==> src/rtl/muldiv_iter_if.sv <==
// muldiv_iter_if
//   Request/response bundle between the EX stage and the iterative multiply/divide
//   unit. The master side (pipeline) issues ops and consumes results; the slave side
//   is the unit itself.
//   Signals:
//     flush_i      kill the in-flight op
//     valid_i      request valid            ready_o   unit idle, can accept
//     op_i         4-bit op code            operand_a_i / operand_b_i  rs1 / rs2
//     valid_o      result valid             ready_i   consumer takes the result
//     result_o     XLEN-bit result
interface muldiv_iter_if #(
   parameter int XLEN = 64
);
   logic            flush_i;
   logic            valid_i;
   logic            ready_o;
   logic [3:0]      op_i;
   logic [XLEN-1:0] operand_a_i;
   logic [XLEN-1:0] operand_b_i;
   logic            valid_o;
   logic            ready_i;
   logic [XLEN-1:0] result_o;

   modport master (
      output flush_i, valid_i, op_i, operand_a_i, operand_b_i, ready_i,
      input  ready_o, valid_o, result_o
   );

   modport slave (
      input  flush_i, valid_i, op_i, operand_a_i, operand_b_i, ready_i,
      output ready_o, valid_o, result_o
   );
endinterface

==> src/rtl/muldiv_iter.sv <==
// muldiv_iter
//   Iterative RV M-extension unit (MUL/MULH*/DIV*/REM* plus the RV64 W variants),
//   one radix-2 step per clock. Divide-by-zero, signed overflow and reserved op
//   codes are resolved at accept and skip the iteration phase.
//   Ports:
//     clk_i   clock
//     rst_ni  asynchronous reset, active low
//     bus     muldiv_iter_if slave modport (handshakes, op, operands, result)
module muldiv_iter #(
   parameter int XLEN = 64
) (
   input  logic         clk_i,
   input  logic         rst_ni,
   muldiv_iter_if.slave bus
);
   localparam int   CW    = $clog2(XLEN);
   localparam logic HAS_W = (XLEN == 64);

   typedef enum logic [1:0] {IDLE = 2'd0, CALC = 2'd1, DONE = 2'd2} state_t;

   state_t            state_reg;
   logic [CW-1:0]     cnt_reg;
   logic              valid_reg;
   logic              ready_reg;
   logic [XLEN-1:0]   result_reg;
   logic              mul_reg, rem_reg, high_reg, w_reg, neg_reg;
   // Multiply: acc accumulates, mcand shifts left, mplier shifts right.
   // Divide:   acc = {remainder, dividend/quotient}, mcand[XLEN-1:0] = divisor.
   logic [2*XLEN-1:0] acc_reg, mcand_reg;
   logic [XLEN-1:0]   mplier_reg;

   // W results are the low word sign-extended, unsigned W ops included.
   function automatic logic [XLEN-1:0] fit_w(input logic [XLEN-1:0] v, input logic w);
      fit_w = w ? XLEN'($signed(v[31:0])) : v;
   endfunction

   // ---------------- op decode ----------------
   logic op_mul, op_div, op_rem, op_high, op_w, sgn_a, sgn_b;
   always_comb begin
      op_mul  = 1'b0;
      op_div  = 1'b0;
      op_rem  = 1'b0;
      op_high = 1'b0;
      op_w    = 1'b0;
      sgn_a   = 1'b0;
      sgn_b   = 1'b0;
      case (bus.op_i)
         4'd0:  op_mul = 1'b1;
         4'd1:  begin op_mul = 1'b1; op_high = 1'b1; sgn_a = 1'b1; sgn_b = 1'b1; end
         4'd2:  begin op_mul = 1'b1; op_high = 1'b1; sgn_a = 1'b1; end
         4'd3:  begin op_mul = 1'b1; op_high = 1'b1; end
         4'd4:  begin op_div = 1'b1; sgn_a = 1'b1; sgn_b = 1'b1; end
         4'd5:  op_div = 1'b1;
         4'd6:  begin op_rem = 1'b1; sgn_a = 1'b1; sgn_b = 1'b1; end
         4'd7:  op_rem = 1'b1;
         // W ops only exist on a 64-bit datapath; elsewhere they fall to reserved.
         4'd8:  begin op_mul = HAS_W; op_w = HAS_W; end
         4'd9:  begin op_div = HAS_W; op_w = HAS_W; sgn_a = HAS_W; sgn_b = HAS_W; end
         4'd10: begin op_div = HAS_W; op_w = HAS_W; end
         4'd11: begin op_rem = HAS_W; op_w = HAS_W; sgn_a = HAS_W; sgn_b = HAS_W; end
         4'd12: begin op_rem = HAS_W; op_w = HAS_W; end
         default: ;
      endcase
   end

   // ---------------- operand preparation and fast paths ----------------
   logic [XLEN-1:0] a_ext, b_ext, a_mag, b_mag, fast_res;
   logic            a_neg, b_neg, div_zero, div_ovf, fast;
   always_comb begin
      if (op_w) begin
         a_ext = sgn_a ? XLEN'($signed(bus.operand_a_i[31:0])) : XLEN'(bus.operand_a_i[31:0]);
         b_ext = sgn_b ? XLEN'($signed(bus.operand_b_i[31:0])) : XLEN'(bus.operand_b_i[31:0]);
      end else begin
         a_ext = bus.operand_a_i;
         b_ext = bus.operand_b_i;
      end
      a_neg = sgn_a & a_ext[XLEN-1];
      b_neg = sgn_b & b_ext[XLEN-1];
      a_mag = a_neg ? -a_ext : a_ext;
      b_mag = b_neg ? -b_ext : b_ext;

      div_zero = (op_div | op_rem) && (b_ext == '0);
      div_ovf  = (op_div | op_rem) && sgn_a &&
                 (op_w ? ((bus.operand_a_i[31:0] == 32'h8000_0000) && (&bus.operand_b_i[31:0]))
                       : ((bus.operand_a_i == {1'b1, {(XLEN-1){1'b0}}}) && (&bus.operand_b_i)));
      fast     = !(op_mul | op_div | op_rem) || div_zero || div_ovf;

      fast_res = '0;
      if (div_zero)
         fast_res = op_div ? '1 : a_ext;
      else if (div_ovf)
         fast_res = op_div ? a_ext : '0;
      fast_res = fit_w(fast_res, op_w);
   end

   // ---------------- one iteration step plus final fix-up ----------------
   logic [2*XLEN-1:0] acc_n, mcand_n, prod;
   logic [XLEN-1:0]   mplier_n, quo, rmd, calc_res;
   logic [XLEN:0]     shifted;
   logic              ge;
   always_comb begin
      acc_n    = acc_reg;
      mcand_n  = mcand_reg;
      mplier_n = mplier_reg;
      // Restoring step: bring in the next dividend bit, subtract if it fits.
      shifted  = {acc_reg[2*XLEN-1:XLEN], acc_reg[XLEN-1]};
      ge       = (shifted >= {1'b0, mcand_reg[XLEN-1:0]});
      if (mul_reg) begin
         if (mplier_reg[0])
            acc_n = acc_reg + mcand_reg;
         mcand_n  = mcand_reg << 1;
         mplier_n = mplier_reg >> 1;
      end else begin
         acc_n[2*XLEN-1:XLEN] = ge ? (shifted[XLEN-1:0] - mcand_reg[XLEN-1:0])
                                   : shifted[XLEN-1:0];
         acc_n[XLEN-1:0]      = {acc_reg[XLEN-2:0], ge};
      end
      // The result is taken from this step's output so it registers on the last edge.
      prod = neg_reg ? -acc_n : acc_n;
      quo  = neg_reg ? -acc_n[XLEN-1:0] : acc_n[XLEN-1:0];
      rmd  = neg_reg ? -acc_n[2*XLEN-1:XLEN] : acc_n[2*XLEN-1:XLEN];
      if (mul_reg)
         calc_res = high_reg ? prod[2*XLEN-1:XLEN] : prod[XLEN-1:0];
      else
         calc_res = rem_reg ? rmd : quo;
      calc_res = fit_w(calc_res, w_reg);
   end

   // ---------------- control FSM ----------------
   always_ff @(posedge clk_i or negedge rst_ni) begin
      if (!rst_ni) begin
         state_reg  <= IDLE;
         cnt_reg    <= '0;
         valid_reg  <= 1'b0;
         ready_reg  <= 1'b1;
         result_reg <= '0;
         mul_reg    <= 1'b0;
         rem_reg    <= 1'b0;
         high_reg   <= 1'b0;
         w_reg      <= 1'b0;
         neg_reg    <= 1'b0;
         acc_reg    <= '0;
         mcand_reg  <= '0;
         mplier_reg <= '0;
      end else if (bus.flush_i) begin
         state_reg <= IDLE;
         valid_reg <= 1'b0;
         ready_reg <= 1'b1;
      end else begin
         case (state_reg)
            IDLE: begin
               if (bus.valid_i && ready_reg) begin
                  mul_reg   <= op_mul;
                  rem_reg   <= op_rem;
                  high_reg  <= op_high;
                  w_reg     <= op_w;
                  neg_reg   <= op_rem ? a_neg : (a_neg ^ b_neg);
                  ready_reg <= 1'b0;
                  if (op_mul) begin
                     acc_reg    <= '0;
                     mcand_reg  <= {{XLEN{1'b0}}, a_mag};
                     mplier_reg <= b_mag;
                  end else begin
                     // W dividends are pre-aligned so 32 steps consume exactly their bits.
                     acc_reg    <= {{XLEN{1'b0}}, (op_w ? (a_mag << (XLEN-32)) : a_mag)};
                     mcand_reg  <= {{XLEN{1'b0}}, b_mag};
                     mplier_reg <= '0;
                  end
                  if (fast) begin
                     state_reg  <= DONE;
                     valid_reg  <= 1'b1;
                     result_reg <= fast_res;
                  end else begin
                     state_reg <= CALC;
                     cnt_reg   <= op_w ? CW'(31) : CW'(XLEN-1);
                  end
               end
            end
            CALC: begin
               acc_reg    <= acc_n;
               mcand_reg  <= mcand_n;
               mplier_reg <= mplier_n;
               if (cnt_reg == '0) begin
                  state_reg  <= DONE;
                  valid_reg  <= 1'b1;
                  result_reg <= calc_res;
               end else begin
                  cnt_reg <= cnt_reg - 1'b1;
               end
            end
            DONE: begin
               if (bus.ready_i) begin
                  state_reg <= IDLE;
                  valid_reg <= 1'b0;
                  ready_reg <= 1'b1;
               end
            end
            default: begin
               state_reg <= IDLE;
               valid_reg <= 1'b0;
               ready_reg <= 1'b1;
            end
         endcase
      end
   end

   assign bus.ready_o  = ready_reg;
   assign bus.valid_o  = valid_reg;
   assign bus.result_o = result_reg;
endmodule

==> src/flat_wrapper.sv <==
// flat-port wrapper written by rule: the top's interface ports become plain ports
module muldiv_iter_flat 
#(
   parameter int XLEN = 64
)
  (clk_i, rst_ni, bus_flush_i, bus_valid_i, bus_op_i, bus_operand_a_i, bus_operand_b_i, bus_ready_i, bus_ready_o, bus_valid_o, bus_result_o);
  muldiv_iter_if #(.XLEN(XLEN)) bus_i ();
  input  logic clk_i;
  input  logic rst_ni;
  input wire logic [$bits(bus_i.flush_i)-1:0] bus_flush_i;
  input wire logic [$bits(bus_i.valid_i)-1:0] bus_valid_i;
  input wire logic [$bits(bus_i.op_i)-1:0] bus_op_i;
  input wire logic [$bits(bus_i.operand_a_i)-1:0] bus_operand_a_i;
  input wire logic [$bits(bus_i.operand_b_i)-1:0] bus_operand_b_i;
  input wire logic [$bits(bus_i.ready_i)-1:0] bus_ready_i;
  output wire logic [$bits(bus_i.ready_o)-1:0] bus_ready_o;
  output wire logic [$bits(bus_i.valid_o)-1:0] bus_valid_o;
  output wire logic [$bits(bus_i.result_o)-1:0] bus_result_o;
  assign bus_i.flush_i = bus_flush_i;
  assign bus_i.valid_i = bus_valid_i;
  assign bus_i.op_i = bus_op_i;
  assign bus_i.operand_a_i = bus_operand_a_i;
  assign bus_i.operand_b_i = bus_operand_b_i;
  assign bus_i.ready_i = bus_ready_i;
  assign bus_ready_o = bus_i.ready_o;
  assign bus_valid_o = bus_i.valid_o;
  assign bus_result_o = bus_i.result_o;
  muldiv_iter #(.XLEN(XLEN)) u_core (.clk_i(clk_i), .rst_ni(rst_ni), .bus(bus_i));
endmodule
==> config.mk <==
export PLATFORM = sky130hd
export DESIGN_NAME = muldiv_iter_flat
export DESIGN_NICKNAME = d
export VERILOG_FILES = /design/src/rtl/muldiv_iter_if.sv /design/src/rtl/muldiv_iter.sv /design/src/flat_wrapper.sv
export SDC_FILE = /design/constraint.sdc
export NUM_CORES = 2
export LEC_CHECK = 0
export ABC_AREA = 1
export ABC_CLOCK_PERIOD_IN_PS = 8580
export CELL_PAD_IN_SITES_DETAIL_PLACEMENT = 0
export CELL_PAD_IN_SITES_GLOBAL_PLACEMENT = 2
export CORE_MARGIN = 2
export CORE_UTILIZATION = 36
export CTS_BUF_LIST = sky130_fd_sc_hd__clkbuf_8
export CTS_CLUSTER_DIAMETER = 120
export DETAILED_ROUTE_END_ITERATION = 12
export HOLD_SLACK_MARGIN = 0.1
export PLACE_DENSITY = 0.86
export SYNTH_ARGS = -nofsm -noshare
export SYNTH_HDL_FRONTEND = slang
export SYNTH_SLANG_ARGS = --single-unit
==> constraint.sdc <==
create_clock -name clk_i -period 8.58 [get_ports clk_i]
set_input_delay 0.858 -clock clk_i [delete_from_list [all_inputs] [get_ports clk_i]]
set_output_delay 0.858 -clock clk_i [all_outputs]
set_load 0.02 [all_outputs]
==> results.tsv <==
stage	metric	value	unit
route	router iterations before antenna repair	7	
floorplanning	Die X	388	um
sta	Final Hold Fails	0	
worst_setup_path	worst r2r src	u_core.mcand_reg[3]	
worst_setup_path	critical path capture point type	register	
power	Sw Share	68.8	%
worst_setup_path	worst reg2reg path depth	38	
place	post-DP HPWL	324000	um
hold_path	Worst Hold Class	register to register	
worst_setup_path	type of origin of the critical path	register	
logic_synthesis	Synth area leader	nand2_1	
floorplanning	DIE AREA	0.151	mm^2
layout	share of layout cells above drive strength 1	4.92	%
run_status	status	complete, but fails checks	
logic_synthesis	cells after synthesis	9715	
power	switching pwr	21200	uW
sta	measured slew at the worst slew-check pin	1.49	ns
sta	max_slew headroom	0.0179	%
sta	Setup-failing EPs final	0	
hold_path	Hold Path Sink	u_core.bus.result_o[53]	
logic_synthesis	EDFF count, synth	0	
route	DRC	0	
route	antenna-violating nets left	0	
logic_synthesis	Mapped Nets	10052	
floorplanning	Initial Utilization	36.3	%
sta	clock skew	0.0912	ns
route	initial drt markers	10421	
sta	RSZ-0062 raised after global routing	no	
floorplanning	chip height	388	um
worst_setup_path	slowest cell delay on critical path	0.68	ns
worst_setup_path	WP data arrival	8.54	ns
cts	Num Clock Sinks	399	
power	pwr dens	521	mW/mm^2
route	vias after detailed routing	70173	
logic_synthesis	distinct cell type count after synthesis	70	
worst_setup_path	crit path max-delay cell type	ha_1	
layout	nets	10156	
global_routing	largest net degree at the start of global routing	114	
place	GPL Wtd Cong	1.19	
run	maxcap violations	1	
place	placed instance area	0.0572	mm^2
layout	commonest cells after routing, fill and taps aside	nand2_1 (3344), inv_1 (1790), nor2_1 (875)	
worst_setup_path	kind of critical path	register to register	
cts	H-tree depth reported by CTS	3	
layout	Layout area overhead	11.6	%
global_routing	grt total ovfl	0	
sta	fin crit share	90.0	%
logic_synthesis	Ys Warns	0	
global_routing	GRT Total Usage	50.1	%
cts	later-pin clock latency in the skew report	0.89	ns
cts	TritonCTS clock tree	built	
run_status	failing checks	max-capacitance violations	
hold_path	Hold Crit Depth	2	
power	Reg power frac	11.7	%
power	Logic pwr share	80.1	%
cts	clock buffer depth	3	
worst_setup_path	Crit Path Max Fanout	13	
cts	clk root buf	clkbuf_8	
worst_setup_path	cell mode on critical path	nand2_1	
floorplanning	IO Count	203	
global_routing	initial antenna violation count	38	
layout	Layout fillers	16722	
hold_path	critical hold path startpoint	u_core.bus.result_o[53]	
logic_synthesis	Yosys top cell area share	23.7	%
layout	Final Cell Area	0.0592	mm^2
floorplanning	Row Count	140	
floorplanning	Core Region	0.146	mm^2
route	drt wl/cell	32.9	um
power	worst vdd ir	340	uV
sta	final setup TNS	0	ns
place	port bufs	202	
logic_synthesis	ys flop type	dfrtp_1	
cts	CTS Buf Count	85	
sta	Tmin final	7.72	ns
route	DRT Wirelength	389000	um
logic_synthesis	Synth Cell Area	0.0531	mm^2
sta	FMAX	0.129	GHz
layout	most common cell after layout, fill and taps aside	nand2_1	
cts	clk slew on worst S/H paths	0.07	ns
cts	Setup Fix Bufs, Post-CTS	0	
sta	max-slew violation count	0	
global_routing	first-pass GRT wire length	527000	um
worst_setup_path	reg2reg setup slack	0.86	ns
global_routing	vias in the first global route	65893	
logic_synthesis	Seq/Total Area, Yosys	18.8	%
power	clock network fraction of total power	8.2	%
route	Vias/cell	5.93	
power	Pleak	0.0315	uW
worst_setup_path	critical path data required time	9.40	ns
logic_synthesis	Avg Inst Size Synth	5.46	um^2
logic_synthesis	top cells by area, synth	nand2_1 (24%), dfrtp_1 (19%), inv_1 (13%), nand3_1 (6.7%), nor2_1 (6.2%)	
worst_setup_path	worst r2r dst	u_core.bus.result_o[52]	
logic_synthesis	#FFs+latches synth	399	
power	internal power	9620	uW
logic_synthesis	share of flip-flops with an asynchronous set or reset	100	%
==> layout make-up <==
type | count | area [um^2] | share of cell area [%]
multi-input cells | 7204 | 35100 | 59.2
flip-flops and latches | 399 | 10000 | 16.9
inverters | 1815 | 6820 | 11.5
clock inverters | 55 | 574 | 0.969
repair buffers | 314 | 2920 | 4.93
diodes | 28 | 70.1 | 0.118
clock buffers | 101 | 1390 | 2.35
well taps | 1917 | 2400 | 4.05
==> what timing repair did <==
item / 4_1_cts / 5_1_grt
gates resized for setup: 0 / 0
hold endpoints to repair: 58 / 0
endpoints found under the setup margin: 0 / 0
hold buffers: 1 / 0
==> metal layers <==
metal | global-route usage [%] | share of wire (%)
met5 | 0 | 0.061
met4 | 46.5 | 11
met3 | 18.0 | 12
met2 | 71.7 | 40
met1 | 57.9 | 36
==> how the worst max path moves through the flow <==
stage,from,cells past startpoint,end
2_1_floorplan,u_core.mcand_reg[12],38,u_core.bus.result_o[46]
3_3_place_gp,u_core.mcand_reg[3],38,u_core.bus.result_o[52]
3_5_place_dp,u_core.mcand_reg[3],41,u_core.bus.result_o[52]
4_1_cts,u_core.mcand_reg[3],39,u_core.bus.result_o[20]
5_1_grt,u_core.mcand_reg[3],41,u_core.bus.result_o[52]
6_report,u_core.mcand_reg[3],38,u_core.bus.result_o[52]
==> cell usage after synthesis (all sizes together), types with 16 or more instances <==
library cell,n
o211ai,34
a22oi,80
ha,198
nand3b,16
a21oi,561
xnor2,45
or2,19
nor3,89
clkbuf,184
nand2,3394
o22ai,140
o221ai,115
dfrtp,398
nor4,34
buf,113
o21bai,16
a31oi,29
nor2,952
o21ai,394
xor2,201
nand4,119
inv,1806
nand3,719
==> critical path, delay by kind of cell (launching register included) <==
kind | cells | cell delay (ns)
xor gates and xnor gates | 1 | 0.62
buffers and inverters | 4 | 0.43
and+or+nand+nor | 31 | 5.22
DFF | 1 | 0.49
adders and majority gates | 2 | 0.87
==> power by group through the flow <==
stage | clock network, uW | logic [uW] | registers (uW)
4_1_cts | 2530 | 23100 | 3490
2_1_floorplan | 0 | 12800 | 3130
5_1_grt | 2610 | 25300 | 3570
3_3_place_gp | 0 | 23200 | 3500
3_5_place_dp | 0 | 23000 | 3510
6_report | 2540 | 24700 | 3600
==> cells by family (layout without fill, tap and decap cells) <==
kind of cell | after synthesis | count (layout) | share of synthesized area (%)
xor+xnor | 246 | 246 | 4.06
buf+inv | 2112 | 2285 | 15.3
other cells | 0 | 28 | 0
simple gates | 5354 | 5354 | 41.7
compound gates | 1404 | 1404 | 15.4
flops | 399 | 399 | 18.8
fa+ha+maj | 200 | 200 | 4.74
==> per-stage QoR <==
stage | utilization [%] | hold slack (ns) | setup WS, ns | total power, uW | instances
3_5_place_dp | 39.1 | 0.466 | 1.54 | 26500 | 11646
3_3_place_gp | 39.1 | 0.464 | 1.35 | 26700 | 11646
2_1_floorplan | - | 0.453 | 4.42 | 16000 | 9715
4_1_cts | 40.5 | 0.481 | 1.51 | 29100 | 11803
5_1_grt | 40.5 | 0.496 | 0.718 | 31500 | 11807
6_report | 40.6 | 0.478 | 0.857 | 30800 | 11833
Note: power is estimated with default switching activity, not from simulation.
